<file path="config.mk">
export PLATFORM = sky130hd
export DESIGN_NAME = l2_vc_requester
export DESIGN_NICKNAME = d
export VERILOG_FILES = /design/src/rtl/l2_vc_requester_pkg.sv /design/src/rtl/l2_vc_requester_victim_buffer.sv /design/src/rtl/l2_vc_requester.sv
export SDC_FILE = /design/constraint.sdc
export NUM_CORES = 1
export LEC_CHECK = 0
export CORE_AREA = 2 2 220 222
export CTS_CLUSTER_DIAMETER = 60
export DETAILED_ROUTE_END_ITERATION = 10
export DIE_AREA = 0 0 222 224
export PLACE_DENSITY = 0.66
export SYNTH_ARGS = -nofsm -noshare
export SYNTH_HDL_FRONTEND = slang
export SYNTH_SLANG_ARGS = --single-unit
</file>
<file path="constraint.sdc">
create_clock -name clk -period 3.2 [get_ports clk]
set_input_delay 0.32 -clock clk [delete_from_list [all_inputs] [get_ports clk]]
set_output_delay 0.32 -clock clk [all_outputs]
set_load 0.01 [all_outputs]
</file>
<file path="src/rtl/l2_vc_requester_pkg.sv">
// Shared types for the L2 <-> victim-cache requester: line/address types and FSM state encoding.
package lc3b_types;

  localparam int L2VC_ADDR_W = 12;
  localparam int L2VC_LINE_W = 128;

  typedef logic [L2VC_LINE_W-1:0] lc3b_line;
  typedef logic [L2VC_ADDR_W-1:0] lc3b_line_addr;

  typedef enum logic [1:0] {
    IDLE  = 2'd0,
    READ  = 2'd1,
    WRITE = 2'd2,
    RESP  = 2'd3
  } l2vc_state_t;

endpackage

</file>
<file path="src/rtl/l2_vc_requester_victim_buffer.sv">
// Single-entry victim line buffer with load/clear controls and an address-match output.
module l2vc_victim_buffer #(
  parameter int ADDR_W = 12,
  parameter int LINE_W = 128
) (
  input  logic              clk,
  input  logic              rst_n,
  input  logic              load,
  input  logic [ADDR_W-1:0] load_addr,
  input  logic [LINE_W-1:0] load_data,
  input  logic              load_dirty,
  input  logic              clear,
  input  logic [ADDR_W-1:0] query_addr,
  output logic              valid,
  output logic [ADDR_W-1:0] addr,
  output logic [LINE_W-1:0] data,
  output logic              dirty,
  output logic              hit
);

  always_ff @(posedge clk or negedge rst_n) begin
    if (!rst_n) begin
      valid <= 1'b0;
      addr  <= '0;
      data  <= '0;
      dirty <= 1'b0;
    end else begin
      if (load) begin
        valid <= 1'b1;
        addr  <= load_addr;
        data  <= load_data;
        dirty <= load_dirty;
      end else if (clear) begin
        valid <= 1'b0;
      end
    end
  end

  // A line being loaded this cycle is not yet valid, so it can never match.
  assign hit = valid && (addr == query_addr);

endmodule

</file>
<file path="src/rtl/l2_vc_requester.sv">
// L2-side initiator to the victim cache: buffers one victim line, issues single-outstanding
// read/write commands, and returns fills (forwarded from the buffer on an address hit).
//
// state | meaning
// IDLE  | accepting misses; drains a buffered victim when no miss is taken
// READ  | vc_read held, waiting for vc_resp with fill data
// WRITE | vc_write held with the buffered line, waiting for vc_resp
// RESP  | fill_valid pulse cycle, then back to IDLE
module l2_vc_requester
  import lc3b_types::*;
#(
  parameter int ADDR_W = L2VC_ADDR_W,
  parameter int LINE_W = L2VC_LINE_W
) (
  input  logic              clk,
  input  logic              rst_n,
  input  logic              evict_valid,
  input  logic [ADDR_W-1:0] evict_addr,
  input  logic [LINE_W-1:0] evict_data,
  input  logic              evict_dirty,
  output logic              evict_ready,
  input  logic              miss_valid,
  input  logic [ADDR_W-1:0] miss_addr,
  output logic              miss_ready,
  output logic              fill_valid,
  output logic [LINE_W-1:0] fill_data,
  output logic              fill_dirty,
  output logic [ADDR_W-1:0] vc_address,
  output logic [LINE_W-1:0] vc_wdata,
  output logic              vc_dirty_bit,
  output logic              vc_read,
  output logic              vc_write,
  input  logic              vc_resp,
  input  logic [LINE_W-1:0] vc_rdata,
  input  logic              vc_rdirty
);

  l2vc_state_t       state;
  logic              buf_valid;
  logic [ADDR_W-1:0] buf_addr;
  logic [LINE_W-1:0] buf_data;
  logic              buf_dirty;
  logic              buf_hit;
  logic              buf_load;
  logic              buf_clear;
  logic              miss_fire;

  assign evict_ready = !buf_valid;
  assign miss_ready  = (state == IDLE);
  assign miss_fire   = miss_valid && miss_ready;
  assign buf_load    = evict_valid && evict_ready;
  assign buf_clear   = (miss_fire && buf_hit) || (state == WRITE && vc_resp);

  l2vc_victim_buffer #(
    .ADDR_W(ADDR_W),
    .LINE_W(LINE_W)
  ) u_buf (
    .clk       (clk),
    .rst_n     (rst_n),
    .load      (buf_load),
    .load_addr (evict_addr),
    .load_data (evict_data),
    .load_dirty(evict_dirty),
    .clear     (buf_clear),
    .query_addr(miss_addr),
    .valid     (buf_valid),
    .addr      (buf_addr),
    .data      (buf_data),
    .dirty     (buf_dirty),
    .hit       (buf_hit)
  );

  always_ff @(posedge clk or negedge rst_n) begin
    if (!rst_n) begin
      state        <= IDLE;
      fill_valid   <= 1'b0;
      fill_data    <= '0;
      fill_dirty   <= 1'b0;
      vc_address   <= '0;
      vc_wdata     <= '0;
      vc_dirty_bit <= 1'b0;
      vc_read      <= 1'b0;
      vc_write     <= 1'b0;
    end else begin
      fill_valid <= 1'b0;
      case (state)
        IDLE: begin
          if (miss_fire) begin
            if (buf_hit) begin
              fill_valid <= 1'b1;
              fill_data  <= buf_data;
              fill_dirty <= buf_dirty;
              state      <= RESP;
            end else begin
              vc_address <= miss_addr;
              vc_read    <= 1'b1;
              state      <= READ;
            end
          end else if (buf_valid) begin
            vc_address   <= buf_addr;
            vc_wdata     <= buf_data;
            vc_dirty_bit <= buf_dirty;
            vc_write     <= 1'b1;
            state        <= WRITE;
          end
        end
        READ: begin
          if (vc_resp) begin
            vc_read    <= 1'b0;
            fill_valid <= 1'b1;
            fill_data  <= vc_rdata;
            fill_dirty <= vc_rdirty;
            state      <= RESP;
          end
        end
        WRITE: begin
          if (vc_resp) begin
            vc_write <= 1'b0;
            state    <= IDLE;
          end
        end
        RESP: state <= IDLE;
        default: state <= IDLE;
      endcase
    end
  end

endmodule
</file>
After elaboration in Yosys (flattened, before gate mapping)
Cells that the tools add are included.
{ "totals": {"word_cells": 75, "out_inout_bits": 275, "register_bits": 417, "inputBits": 287} }
{ "op_classes": {"n_eq_ne": 13, "n_bitwise": 1, "n_reduce_logical": 18, "n_mux": 30} }
{ "op_table": {"columns": ["op", "n"], "rows": [
  ["$mux 128", 3],
  ["$pmux 128 s2", 1],
  ["$mux 12", 3],
  ["$mux 1", 13],
  ["$eq 12x12->1", 1],
  ["$reduce_and 4->1", 3],
  ["$mux 2", 5],
  ["$ne 2x2->1 const B", 5],
  ["$reduce_and 3->1", 3],
  ["$pmux 1 s2", 4],
  ["$pmux 2 s4", 1],
  ["$reduce_bool 2->1", 4],
  ["$ne 2x1->1 const B", 3],
  ["$logic_and 1x1->1", 5],
  ["$eq 2x2->1 const B", 2],
  ["$ne 3x1->1 const B", 1],
  ["$eq 2x1->1 const B", 1],
  ["$logic_not 2->1", 1],
  ["$logic_not 1->1", 1],
  ["$logic_or 1x1->1", 1],
  ["$not 1->1", 1]
]} }

Logic depth before layout (Yosys ltp)
Gate-level depths: netlist (run 1).
{ "depth": {"word_depth": 6, "depth_mapped": 7, "depth_no_buf": 5} }

By module
From an unflattened synthesis (run 1), not the netlist that was laid out.
{ "unflattened": {"hier_cells": 1076, "area_unflattened_um2": 17744.5} }
{ "by_module_without_submodules": {"columns": ["mod", "instances", "seq_area_each_um2", "area_per_inst_um2", "cells_per_inst"], "rows": [
  ["l2_vc_requester", 1, 6881.6, 12020.3, 758],
  ["l2vc_victim_buffer", 1, 3553.4, 5724.2, 318]
]} }

Worst setup path before layout (run 1)
No wires, ideal clock.
{ "synth_timing": {"path_kind": "reg-to-reg", "from": "reg state[0]", "to": "reg fill_data[10]", "n_path_buf": 2, "path_slack_ns": 1.292, "synth_period_minus_slack_ns": 1.908, "setup_ns": 0.128, "arrival_ns": 1.781, "path_stages_with_launch": 7, "t_required_ns": 3.072, "cell_sequence": "dfrtp_1 > inv_1 > nor2_1 > clkbuf_1 > buf_2 > mux2_2 > mux2_1"} }
{ "synth_between": {"elab_chain_len": 4, "word_cells_on_any_way": 9, "classes_between": "eq/ne (4); mux (1); reduce/logical (4)"} }
{ "synth_lines": {"columns": ["item", "line", "source"], "rows": [
  ["start, declared", "l2_vc_requester.sv:38", "l2vc_state_t state;"],
  ["start signal, assigned", "l2_vc_requester.sv:75", "state <= IDLE;"],
  ["start signal, assigned", "l2_vc_requester.sv:93", "state <= RESP;"],
  ["start signal, assigned", "l2_vc_requester.sv:97", "state <= READ;"],
  ["$logic_not 2->1", "l2_vc_requester.sv:49, l2_vc_requester.sv:86", null],
  ["$logic_and 1x1->1", "l2_vc_requester.sv:50", "assign miss_fire = miss_valid && miss_ready;"],
  ["$ne 2x1->1 (no source line)", null, null],
  ["$reduce_and 4->1 (no source line)", null, null],
  ["end signal, assigned", "l2_vc_requester.sv:91", "fill_data <= buf_data;"],
  ["end signal, assigned", "l2_vc_requester.sv:111", "fill_data <= vc_rdata;"],
  ["end, declared", "l2_vc_requester.sv:26", "output logic [LINE_W-1:0] fill_data,"]
]} }
Several ways; a longest one is shown, not always the timed one.
A chain may end at the register's enable or synchronous reset.

Worst setup path after layout (run 1)
{ "layout_timing": {"from": "reg u_buf.addr[4]", "to": "reg fill_data[68]"} }
{ "layout_between": {"elab_chain_len": 4} }
{ "layout_lines": {"columns": ["item", "line", "source"], "rows": [
  ["start, declared", "l2_vc_requester_victim_buffer.sv:15", "output logic [ADDR_W-1:0] addr,"],
  ["start signal, assigned", "l2_vc_requester_victim_buffer.sv:30", "addr <= load_addr;"],
  ["$eq 12x12->1", "l2_vc_requester_victim_buffer.sv:40", "assign hit = valid && (addr == query_addr);"],
  ["$logic_and 1x1->1", "l2_vc_requester_victim_buffer.sv:40", null],
  ["$ne 2x1->1 (no source line)", null, null],
  ["$reduce_and 4->1 (no source line)", null, null]
]} }
Every way passes these cells.

==> impl_metrics.json, run 1 <==
{
  "status": "finished, final reports clean",
  "synth_ff_type": "dfrtp_1",
  "synth.avg_cell_area_um2": 16.3,
  "drtIter0Drc": 536,
  "cts_tree": "built",
  "core_area_mm2": 0.0473,
  "drive_above_1_share_pct": 36.2,
  "period_share_pct": 84.4,
  "antenna_left": 0,
  "post_drt_wl_per_cell_um": 22.2,
  "cts.clk_slew.worst_paths_ns": 0.06,
  "hold_path_class": "input pin to asynchronous set/reset pin",
  "grt_pass1_wl_mm": 77.2,
  "gp_congestion": 0.789,
  "numPortBuffers": 561,
  "synthAdderAreaFrac_pct": 0,
  "ys_async_sr_fraction_pct": 100,
  "grt_usage_pct": 20.3,
  "drcViolationCount": 0,
  "synth_top_cell_by_area": "dfrtp_1",
  "cts_sinks": 417,
  "skew_ns": 0.0143,
  "p_leak_nw": 10.7,
  "grt_max_degree": 131,
  "drt-total-wl_mm": 51.0,
  "grt_pass1_vias": 12400,
  "tightestPinTransition_ns": 1.22,
  "ctsRootBufferMaster": "clkbuf_16",
  "final_common_cell": "clkdlybuf4s50_1",
  "syn_nets": 1358,
  "rsz0062_at_grt": "no",
  "ys_ff_latch": 417,
  "yosys-mux-area-fraction_pct": 35.7,
  "ys_warn_count": 0,
  "hpwlAfterDp_mm": 36.1,
  "cp.required_ns": 3.65,
  "fin_crit_ns": 2.70,
  "cp_max_fo": 17,
  "initial_core_util_pct": 37.0,
  "netlist_area_mm2": 0.0175,
  "areaGrowthSynthToFinish_pct": 45.4,
  "hold_ws_ns": 0.278,
  "place_ws_ns": 0.00654,
  "die_h_um": 224,
  "num-nets-final": 1930,
  "end_kind": "flop",
  "synth-compound-area-share_pct": 1.04,
  "netlist_top_cells_area": "dfrtp_1 (60%), mux2_2 (28%), mux2_4 (6.9%)",
  "cts_made_buffers": 47,
  "irDropWorstVdd_uv": 564,
  "powerDensity_mw_per_mm2": 1050,
  "fin_total_pwr_w": 0.0268,
  "insertion_delay_ns": 0.56,
  "cts_resized": 0,
  "post_drt_via_cell_ratio": 4.89,
  "cp.arrival_ns": 3.15,
  "crit_type": "flop to flop",
  "first_pass_iters": 4,
  "cts-htree-levels": 2,
  "ioPinCount": 562,
  "final_hold_viol_count": 0,
  "die_w_um": 222,
  "core.rowCount": 80,
  "relSlewSlack_pct": 18.4,
  "yosys.area_share.simple_pct": 1.04,
  "fmax_mhz": 370,
  "synth_xor_area_share_pct": 0.600,
  "critical_path.startpoint_type": "flop",
  "ys_seq_area_share_pct": 59.6,
  "vias": 11200,
  "syn_inst": 1071,
  "grt_overflow_total": 0,
  "yosysTopAreaCellShare_pct": 59.6,
  "dieArea_mm2": 0.0497,
  "final_cell_mix": "clkdlybuf4s50_1 (560), mux2_2 (429), dfrtp_1 (417)",
  "synth_top_family_by_area": "multiplexers",
  "tns_ns": 0,
  "final_max_slew_viol_count": 0,
  "synth_edf_count": 0,
  "finalSetupViolCount": 0,
  "cts_buffer_depth": 3,
  "worst_slack_ns": 0.498,
  "ys_types": 27,
  "drv_cap": 0,
  "antenna_found_initial": 10
}
logic make-up (layout without fill, tap and decap cells):
family / Yosys count / after routing
AO/OA/AOI/OAI: 20 / 20
XOR/XNOR: 12 / 12
buffers and inverters: 64 / 668
flip-flops: 417 / 417
multiplexers: 528 / 528
other: 0 / 9
AND/OR/NAND/NOR: 30 / 30
layer usage:
metal  share of wire (%)  wire, um  GRT usage (%)
met3                 8.6      4390           7.38
met5               0.027        14              0
met1                  40     20500           24.2
met2                  49     24900           33.7
met4                 2.6      1300           7.45
synthesized netlist by cell type, drive strengths merged, types with 2 or more instances:
library cell  instances
a221o                12
and2                 13
buf                  32
clkbuf               29
dfrtp               417
inv                   3
mux2                528
nand2                 4
nand4                 2
nor2                  5
o21ai                 2
xnor2                12
critical path, stage by stage (launching register included):
cell and delay, ns:
dfrtp_1 0.41, xnor2_1 0.14, nand4_1 0.16, nor4_4 0.09, a22oi_2 0.95, buf_4 0.43
mux2_2 0.37
path summary, 6_finish.rpt:
check,from,end,slack (ns),cells after the start
max,u_buf.addr[4],fill_data[68],0.50,6
max in group asynchronous,rst_n,vc_wdata[54],1.95,4
min,rst_n,vc_wdata[22],0.28,2
min reg2reg,fill_data[47],fill_data[47],0.49,1
min in group clk,evict_data[32],u_buf.data[32],0.36,2
max reg2reg,u_buf.addr[4],fill_data[68],0.50,6
state kept, by name, indices dropped and copies added (netlist names):
name,count
fill_valid,1
u_buf.valid,1
vc_wdata,128
u_buf.addr,12
u_buf.data,128
vc_dirty_bit,1
vc_address,12
fill_data,128
vc_read,1
u_buf.dirty,1
fill_dirty,1
vc_write,1
state,2
where the power goes:
part,leakage (nW),internal (W),switching [W],total (W)
sequential,4.97,0.00801,0.00175,0.00976
combinational,5.01,0.00738,0.00432,0.0117
clock,0.741,0.00319,0.00213,0.00532
total,10.7,0.0186,0.00820,0.0268
repair_timing:
| item | 4_1_cts | 5_1_grt |
|---|---|---|
| endpoints found under the hold margin | 49 | 0 |
| hold buffers | 1 | 0 |
| setup buffers | 0 | 0 |
stage by stage:
| stage | util (%) | cell area (um^2) | std cells |
|---|---|---|---|
| CTS | 53.7 | 25400 | 2290 |
| floorplan | - | 17500 | 1071 |
| global placement | 50.5 | 23900 | 2208 |
| finish | 53.7 | 25400 | 2299 |
| global route | 53.7 | 25400 | 2298 |
| detailed placement | 50.5 | 23900 | 2208 |
layout make-up:
| type | instances | area [um^2] |
|---|---|---|
| timing repair buffer | 584 | 5960 |
| clock inverter | 11 | 133 |
| sequential | 417 | 10400 |
| tap | 615 | 769 |
| multi-input combinational | 590 | 6740 |
| inverter | 3 | 11.3 |
| fill | 4025 | 21900 |
| antenna | 9 | 22.5 |
| clock buffer | 70 | 1380 |
(Power assumes the default switching activity.)
==> run 2, diff against run 1 <==
Settings changed: CORE_AREA 2 2 220 222 to 2 2 221 223, DIE_AREA 0 0 222 224 to 0 0 223 225.
Clock period 3.2 ns to 2.6 ns, I/O delays scaled along.
==> run 2 against run 1 <==
Hold slack worse by 0.030 ns. Combinational power is 23% higher. Clock skew is 0.0031 ns higher. Critical path depth stayed put. Via count is 0.19% lower. Cell count is 0.30% higher.
==> impl_metrics.json, run 2 (synthesis gave the netlist of run 1 again) <==
{
  "cts_resized": 0,
  "drtIter0Drc": 421,
  "final_max_slew_viol_count": 0,
  "insertion_delay_ns": 0.57,
  "core.rowCount": 80,
  "seqPwrFrac_pct": 36.2,
  "areaGrowthSynthToFinish_pct": 46.3,
  "hold_path_class": "input pin to asynchronous set/reset pin",
  "core_area_mm2": 0.0475,
  "cts-htree-levels": 2,
  "grt_max_degree": 87,
  "multi_input_area_mm2": 0.00674,
  "vias": 11200,
  "drcViolationCount": 0,
  "final_hold_viol_count": 0,
  "r2r-end": "fill_data[113]",
  "regArea_mm2": 0.0104,
  "period_share_pct": 84.2,
  "drt-total-wl_mm": 51.2,
  "tns_ns": 0,
  "r2r_setup_slack_ns": 0.41,
  "cp.required_ns": 3.04,
  "die_w_um": 223,
  "largest_registers": "fill_data (128), u_buf.data (128), vc_wdata (128)",
  "initial_core_util_pct": 36.8,
  "worstRegToRegCells": 6,
  "drive_above_1_share_pct": 36.9,
  "relSlewSlack_pct": 34.7,
  "skew_ns": 0.0174,
  "p_sw_share_pct": 30.5,
  "tightestPinTransition_ns": 0.976,
  "irDropWorstVdd_uv": 696,
  "fin_crit_ns": 2.19,
  "final_cell_mix": "clkdlybuf4s50_1 (560), mux2_2 (429), dfrtp_1 (417)",
  "fin_total_pwr_w": 0.0333,
  "fmax_mhz": 457,
  "antenna_found_initial": 12,
  "ctsRootBufferMaster": "clkbuf_16",
  "ioPinCount": 562,
  "cp_max_fo": 71,
  "hold_ws_ns": 0.247,
  "p_leak_nw": 10.8,
  "grt_pass1_wl_mm": 77.0,
  "crit_type": "flop to flop",
  "end_kind": "flop",
  "dieArea_mm2": 0.0502,
  "stdcell_count": 2306,
  "post_drt_via_cell_ratio": 4.87,
  "cp.arrival_ns": 2.63,
  "power.switching_w": 0.0101,
  "first_pass_iters": 4,
  "status": "finished, final reports clean",
  "cts_buffer_depth": 3,
  "numPortBuffers": 561,
  "cts.clk_slew.worst_paths_ns": 0.06,
  "cts_setup_buffers": 0,
  "powerDensity_mw_per_mm2": 1300,
  "finalSetupViolCount": 0,
  "die_h_um": 225,
  "fillers": 3939,
  "grt_overflow_total": 0,
  "grt_pass1_vias": 12400,
  "num-nets-final": 1937,
  "antenna_left": 0,
  "final_common_cell": "clkdlybuf4s50_1",
  "drv_cap": 0,
  "dp_cells": 2214,
  "cts_tree": "built",
  "cts_sinks": 417,
  "postCtsHoldBufs": 1,
  "p_comb_share_pct": 43.2,
  "rsz0062_at_grt": "no",
  "p_int_w": 0.0231,
  "rr_startpoint": "u_buf.addr[4]",
  "post_drt_wl_per_cell_um": 22.2,
  "power_frac_clock_pct": 20.6,
  "gp_congestion": 0.806,
  "hpwlAfterDp_mm": 36.6,
  "critical_path.startpoint_type": "flop",
  "cts_made_buffers": 48,
  "grt_usage_pct": 20.1
}
run 2: area by class of cell:
| class | instances | share of cell area [%] |
|---|---|---|
| clock buffers | 70 | 5.57 |
| multi-input cells | 590 | 26.3 |
| flip-flops and latches | 417 | 40.8 |
| well taps | 615 | 3.01 |
| diodes | 6 | 0.0586 |
| repair buffers | 590 | 23.5 |
| clock inverters | 15 | 0.709 |
| inverters | 3 | 0.0440 |
run 2: metal layers:
layer,up-vias,track usage (%),share of wire [%]
met4,14,8.03,3.2
met5,-,0,0.18
li1,5019,-,-
met2,390,33.3,48
met1,5702,23.4,39
met3,101,7.99,9.2
run 2: worst max-delay path: stages, from the launching register on:
cell,delay (ns)
dfrtp_1,0.40
xnor2_1,0.18
nand4_1,0.19
nor4_4,0.34
a22oi_2,0.15
buf_12,0.22
mux2_1,0.41
run 2: power groups by stage:
stage	clock (W)	sequential [W]	combinational, W
after CTS	0.00703	0.0121	0.0146
after floorplan	0	0.0126	0.00683
after global placement	0	0.0120	0.0143
final	0.00686	0.0120	0.0144
after global routing	0.00730	0.0125	0.0152
after detailed placement	0	0.0121	0.0145
run 2: worst max path at each step:
stage	from	slack, ns	to
after global placement	miss_addr[7]	0.18	fill_data[113]
after floorplan	state[0]	0.69	fill_data[10]
after global routing	u_buf.addr[2]	0.33	fill_data[113]
final	u_buf.addr[4]	0.41	fill_data[113]
after CTS	state[1]	0.39	miss_ready
after detailed placement	miss_addr[4]	0.13	fill_data[52]
run 2: metrics by stage:
step | worst slack, ns | util, % | area [um^2]
finish | 0.411 | 53.9 | 25600
global placement | 0.181 | 50.4 | 24000
detailed placement | 0.129 | 50.4 | 24000
global route | 0.326 | 53.8 | 25600
CTS | 0.395 | 53.8 | 25600
floorplan | 0.692 | - | 17500
